[src/rtl/debounce_pkg.sv]
// Shared definitions for the debounce scheduler: the FSM state encoding,
// default timing constants and a small modulo-N index helper.
package debounce_pkg;

  // Scheduler states: waiting for a mismatch, timing one input, committing it.
  typedef enum logic [1:0] {
    IDLE   = 2'd0,
    TIMING = 2'd1,
    COMMIT = 2'd2
  } state_t;

  // 10 ms at 100 MHz; the timer must be able to hold DEBOUNCE_CYCLES-1.
  localparam int DEBOUNCE_CYCLES_DEF = 1_000_000;
  localparam int CNT_W_DEF           = 20;

  // (a + b) mod n for 0 <= a, b < n, without a divider.
  function automatic int wrap_add(input int a, input int b, input int n);
    int s;
    s = a + b;
    if (s >= n) begin
      s = s - n;
    end
    return s;
  endfunction

endpackage

[src/rtl/debounce_scheduler_rr_pick.sv]
// Round-robin picker: finds the first set mismatch bit at or above the
// pointer, wrapping around, and reports whether any bit was set at all.
module rr_pick
  import debounce_pkg::*;
#(
  parameter int N     = 4,
  parameter int IDX_W = $clog2(N)
) (
  input  logic [N-1:0]     i_mismatch,
  input  logic [IDX_W-1:0] i_ptr,
  output logic             o_valid,
  output logic [IDX_W-1:0] o_idx
);

  // Rotate the request vector so that bit 0 corresponds to the pointer;
  // the lowest set bit of the rotated vector is then the round-robin winner.
  logic [2*N-1:0]   w_dbl;
  logic [N-1:0]     w_rot;
  logic [IDX_W-1:0] w_off;

  assign w_dbl = {i_mismatch, i_mismatch} >> i_ptr;
  assign w_rot = w_dbl[N-1:0];

  // Priority-encode the rotated vector (lowest bit wins) and undo the rotation.
  always_comb begin
    w_off = '0;
    for (int k = N - 1; k >= 0; k--) begin
      if (w_rot[k]) begin
        w_off = IDX_W'(k);
      end
    end
    o_valid = |i_mismatch;
    o_idx   = IDX_W'(wrap_add(int'(i_ptr), int'(w_off), N));
  end

endmodule

[src/rtl/debounce_scheduler.sv]
// Debounce scheduler: one shared stability timer serves N synchronised
// switch inputs in round-robin order. A new clean level is committed only
// after the served input has held its new level for DEBOUNCE_CYCLES clocks.
// Optional feature macro: DEBOUNCE_EDGE_PULSE_EN adds registered one-cycle
// rise/fall pulses that accompany each clean-level commit.
module debounce_scheduler
  import debounce_pkg::*;
#(
  parameter int N_INPUTS        = 4,
  parameter int DEBOUNCE_CYCLES = DEBOUNCE_CYCLES_DEF,
  parameter int CNT_W           = CNT_W_DEF,
  parameter int IDX_W           = $clog2(N_INPUTS)
) (
  input  logic                clock,
  input  logic                reset,
  input  logic [N_INPUTS-1:0] noisy,
  output logic [N_INPUTS-1:0] clean,
  output logic                busy,
  output logic [IDX_W-1:0]    active_idx
`ifdef DEBOUNCE_EDGE_PULSE_EN
  ,
  output logic [N_INPUTS-1:0] rise,
  output logic [N_INPUTS-1:0] fall
`endif
);

  // Terminal timer value; reaching it with the level still held commits.
  localparam logic [CNT_W-1:0] LAST_COUNT = CNT_W'(DEBOUNCE_CYCLES - 1);

  logic [N_INPUTS-1:0] r_sync1;
  logic [N_INPUTS-1:0] r_sync2;
  logic [N_INPUTS-1:0] r_clean;
  state_t              r_state;
  logic [CNT_W-1:0]    r_count;
  logic [IDX_W-1:0]    r_rr_ptr;
  logic [IDX_W-1:0]    r_idx;
  logic                r_target;
  logic                r_busy;
  logic [IDX_W-1:0]    r_active_idx;

  logic [N_INPUTS-1:0] w_mismatch;
  logic                w_pick_valid;
  logic [IDX_W-1:0]    w_pick_idx;
  logic [IDX_W-1:0]    w_next_ptr;
  logic                w_served_sync;

  assign w_mismatch    = r_sync2 ^ r_clean;
  assign w_next_ptr    = IDX_W'(wrap_add(int'(r_idx), 1, N_INPUTS));
  assign w_served_sync = r_sync2[r_idx];

  assign clean      = r_clean;
  assign busy       = r_busy;
  assign active_idx = r_active_idx;

  rr_pick #(
    .N     (N_INPUTS),
    .IDX_W (IDX_W)
  ) u_rr_pick (
    .i_mismatch (w_mismatch),
    .i_ptr      (r_rr_ptr),
    .o_valid    (w_pick_valid),
    .o_idx      (w_pick_idx)
  );

  // Two-flop synchroniser; reset preloads both stages so nothing looks changed.
  always_ff @(posedge clock) begin
    if (reset) begin
      r_sync1 <= noisy;
      r_sync2 <= noisy;
    end else begin
      r_sync1 <= noisy;
      r_sync2 <= r_sync1;
    end
  end

`ifdef DEBOUNCE_EDGE_PULSE_EN
  logic [N_INPUTS-1:0] r_rise;
  logic [N_INPUTS-1:0] r_fall;

  assign rise = r_rise;
  assign fall = r_fall;
`else
  // Without edge pulses the consumer edge-detects clean on its own.
`endif

  // Scheduler FSM: select a mismatching input, time its stability, commit it.
  always_ff @(posedge clock) begin
    if (reset) begin
      r_state      <= IDLE;
      r_count      <= '0;
      r_rr_ptr     <= '0;
      r_idx        <= '0;
      r_target     <= 1'b0;
      r_busy       <= 1'b0;
      r_active_idx <= '0;
      r_clean      <= noisy;
`ifdef DEBOUNCE_EDGE_PULSE_EN
      r_rise       <= '0;
      r_fall       <= '0;
`endif
    end else begin
`ifdef DEBOUNCE_EDGE_PULSE_EN
      // Pulses last exactly one cycle unless a commit sets them below.
      r_rise <= '0;
      r_fall <= '0;
`endif
      case (r_state)
        IDLE: begin
          if (w_pick_valid) begin
            r_idx        <= w_pick_idx;
            r_target     <= r_sync2[w_pick_idx];
            r_count      <= '0;
            r_busy       <= 1'b1;
            r_active_idx <= w_pick_idx;
            r_state      <= TIMING;
          end
        end

        TIMING: begin
          // A bounce wins over reaching the terminal count.
          if (w_served_sync != r_target) begin
            r_count      <= '0;
            r_rr_ptr     <= w_next_ptr;
            r_busy       <= 1'b0;
            r_active_idx <= '0;
            r_state      <= IDLE;
          end else if (r_count == LAST_COUNT) begin
            r_state <= COMMIT;
          end else begin
            r_count <= r_count + 1'b1;
          end
        end

        COMMIT: begin
          // The target always differs from the old clean level, so exactly
          // one of the edge pulses fires.
          r_clean[r_idx] <= r_target;
`ifdef DEBOUNCE_EDGE_PULSE_EN
          r_rise[r_idx]  <= r_target;
          r_fall[r_idx]  <= ~r_target;
`endif
          r_count      <= '0;
          r_rr_ptr     <= w_next_ptr;
          r_busy       <= 1'b0;
          r_active_idx <= '0;
          r_state      <= IDLE;
        end

        default: begin
          r_count      <= '0;
          r_busy       <= 1'b0;
          r_active_idx <= '0;
          r_state      <= IDLE;
        end
      endcase
    end
  end

endmodule

[config.mk]
export PLATFORM = sky130hd
export DESIGN_NAME = debounce_scheduler
export DESIGN_NICKNAME = d
export VERILOG_FILES = /design/src/rtl/debounce_pkg.sv /design/src/rtl/debounce_scheduler_rr_pick.sv /design/src/rtl/debounce_scheduler.sv
export SDC_FILE = /design/constraint.sdc
export NUM_CORES = 1
export LEC_CHECK = 0
export CAP_MARGIN = 20
export CORE_MARGIN = 2
export CORE_UTILIZATION = 35
export CTS_CLUSTER_DIAMETER = 150
export DETAILED_ROUTE_END_ITERATION = 7
export GPL_TIMING_DRIVEN = 1
export PLACE_DENSITY = 0.63
export SLEW_MARGIN = 20
export SYNTH_ARGS = -nofsm -noshare
export SYNTH_HDL_FRONTEND = slang
export SYNTH_SLANG_ARGS = --single-unit
[constraint.sdc]
create_clock -name clock -period 3.2 [get_ports clock]
set_clock_uncertainty 0.1 [all_clocks]
set_input_delay 0.64 -clock clock [delete_from_list [all_inputs] [get_ports clock]]
set_output_delay 0.64 -clock clock [all_outputs]
set_load 0.05 [all_outputs]
==> results_dict.tcl <==
set metrics [dict create \
    outcome "completed" \
    switchingPower_uw 477 \
    die-area_um2 6810 \
    r2r_setup_slack_ns 0.44 \
    post_cts_buffers 0 \
    ff2ff_path_depth 8 \
    grtUsageMet3_pct 2.61 \
    yosysTopAreaCell "dfxtp_1" \
    clkSinkCount 42 \
    whs_ns 0.359 \
    gr-total-overflow 0 \
    synthToLayoutAreaGrowth_pct 12.8 \
    layout_min_cycle_time_ns 2.76 \
    clk_pin_slew_worst_paths_ns 0.08 \
    fin_crit_sh_pct 86.4 \
    p_clk_share_pct 24.2 \
    yosysUniqueCellTypes 56 \
    avgSynthCellArea_um2 9.26 \
    die_height_um 82.5 \
    crit_fanout 5 \
    hold_class "flop to flop" \
    antenna_found_initial 0 \
    async_reset_ff_share_pct 0 \
    busiest_layer "met2" \
    worstMarginPinSlew_ns 0.750 \
    hold_end "r_sync2[1]" \
    finalMaxSlewViolations 0 \
    p_seq_share_pct 44.9 \
    ctsHoldBuffers 0 \
    cts_tree "built" \
    rsz0062_at_grt "false" \
    diodes 0 \
    syn_inst 233 \
    ios 13 \
    yosysSeqAreaShare_pct 40.8 \
    finalSetupTns_ns 0 \
    grt_max_degree 17 \
    drive_above_1_share_pct 9.72 \
    cp.arrival_ns 2.85 \
    cts_resized 0 \
    place.detailed.hpwl_um 3180 \
    timing.rr.end "r_target" \
    synth_commonest_cells "dfxtp_1 (38), nor2_1 (27), nand2_1 (15)" \
    switching_share_pct 33.5 \
    required_ns 3.28 \
    die_w_um 82.5 \
    port_buffers 12 \
    grt_util_met1_pct 19.8 \
    slowest_delay_ns 0.44 \
    use_met2_pct 20.9 \
    setup_viol 0 \
    drc 0 \
    synth_edf_count 4 \
    grt_pass1_wl_um 7300 \
    finalHoldViolCount 0 \
    yosysMostFrequentCell "dfxtp_1" \
    stdcell_area_um2 2430 \
    syn_nets 245 \
    fmax_mhz 362 \
    worstPathCellList "xnor2_1, nor3_1, o21ai_0, o2111ai_1, ha_1, mux2_2, or3_1, a32o_1" \
    power.density_nw_per_um2 586 \
    htree_levels 2 \
    viasPerCell 5.29 \
    synth_warnings 0 \
    clk_latency_ns 0.28 \
    multiInputGateArea_um2 1200 \
    ys_top_cells_by_area "dfxtp_1 (35%), xor2_1 (5.7%), edfxtp_1 (5.6%)" \
    yosys_most_used_dff "dfxtp_1" \
    gp_congestion 0.799 \
    num_rows 28 \
    rr_startpoint "clean[3]" \
    end_kind "flop" \
    detailed_place.area_um2 2340 \
    fillers 612 \
    p_comb_share_pct 30.9 \
    wl_um 4380 \
    drt-initial-drc-count 77 \
    core-area_um2 5960 \
    ant_nets 0 \
    dr.pass1.iters 4 \
    cp-start-kind "flop" \
    synth_top_area_share_pct 35.2 \
    worstHoldPathCells 1 \
    leakage_nw 0.877 \
    ff_latch_area_um2 881 \
    drv_cap 0 \
    cts_made_buffers 5 \
    min-delay-start "r_sync1[1]" \
    grt_usage_pct 13.9 \
    grt_pass1_vias 1559 \
    ir_drop_mv 0.264 \
    start_util_pct 36.2 \
    wl_per_cell_um 13.6 \
    critPathSlowestCell "edfxtp_1" \
    clockBufferDepth 2 \
    fin_nets 258 \
    p_int_uw 948 \
    worst_slew_margin_rel_pct 49.5 \
    vias 1703 \
    root_buffer "clkbuf_8" \
    crit_type "flop to flop" \
    syn_area_um2 2160 \
    synth-seq-cells 42 \
]
-- routing by layer --
metal  share of wire [%]  vias to the layer above
li1                    -                      872
met1                  53                      812
met2                  44                       17
met3                 2.5                        2
met4                0.94                        0
met5                   0                        -
-- worst max path at each step --
stage                   from        to  slack (ns)  depth (start not counted)
floorplan           clean[1]  r_target        0.37                          8
global placement    clean[0]  r_target        0.52                          8
detailed placement  clean[0]  r_target        0.45                          8
CTS                 clean[0]  r_target        0.44                          8
global route        clean[0]  r_target        0.21                          8
finish              clean[3]  r_target        0.44                          8
-- registers in the layout, indices dropped and copies added, names as in the netlist --
register    flops
busy            1
r_rr_ptr        2
clean           4
r_sync1         4
r_target        1
r_state         2
r_idx           2
active_idx      2
r_count        20
r_sync2         4
-- layout by cell type, fill, tap and decap left out, types with 6 or more instances in the layout --
cell             synthesis  final
xor2_1                  14     14
nand2_1                 15     15
a21oi_1                 10     10
dfxtp_1                 38     38
ha_1                     6      6
nand3_1                  7      7
clkbuf_8                 0      6
a22o_1                   6      6
nor3_1                   8      8
inv_1                    7      7
nand4_1                  8      8
clkdlybuf4s50_1          0     12
nor2_1                  27     27
-- worst max-delay path: cells and delay by family (launching register included) --
kind,cells,cell delay (ns)
XOR/XNOR,1,0.40
AO/OA/AOI/OAI,3,0.60
multiplexers,1,0.35
flip-flops,1,0.44
adder cells (fa/ha/maj),1,0.38
AND/OR/NAND/NOR,2,0.39
-- cells by family (layout without fill, tap and decap cells) --
group / count (synthesis) / count (layout) / synth area share, %
AO/OA/AOI/OAI: 48 / 48 / 16.2
XOR/XNOR: 21 / 21 / 9.22
adder cells (fa/ha/maj): 6 / 6 / 3.48
buffers and inverters: 16 / 30 / 3.59
flip-flops: 42 / 42 / 40.8
multiplexers: 8 / 8 / 4.58
AND/OR/NAND/NOR: 92 / 92 / 22.1
-- final cells by class --
class                           instances  area share (%)
Tap cell                               75            3.86
Sequential cell                        42            36.2
Timing Repair Buffer                   15            5.86
Clock buffer                            8            3.70
Inverter                                7            1.08
Multi-Input combinational cell        175            49.3
-- power groups by stage --
stage	sequential, mW	clock [mW]	combinational (mW)
floorplan	0.687	0	0.295
global placement	0.651	0	0.430
detailed placement	0.652	0	0.434
CTS	0.641	0.358	0.439
global route	0.649	0.378	0.486
finish	0.640	0.345	0.441
-- stage by stage --
stage	std cells	setup slack, ns	util, %	power [mW]
3_3_place_gp	314	0.518	39.3	1.08
5_1_grt	322	0.213	40.9	1.51
6_report	322	0.436	40.9	1.43
2_1_floorplan	233	0.370	-	0.983
3_5_place_dp	314	0.447	39.3	1.09
4_1_cts	322	0.443	40.9	1.44
Power figures use the tool's default switching activity.
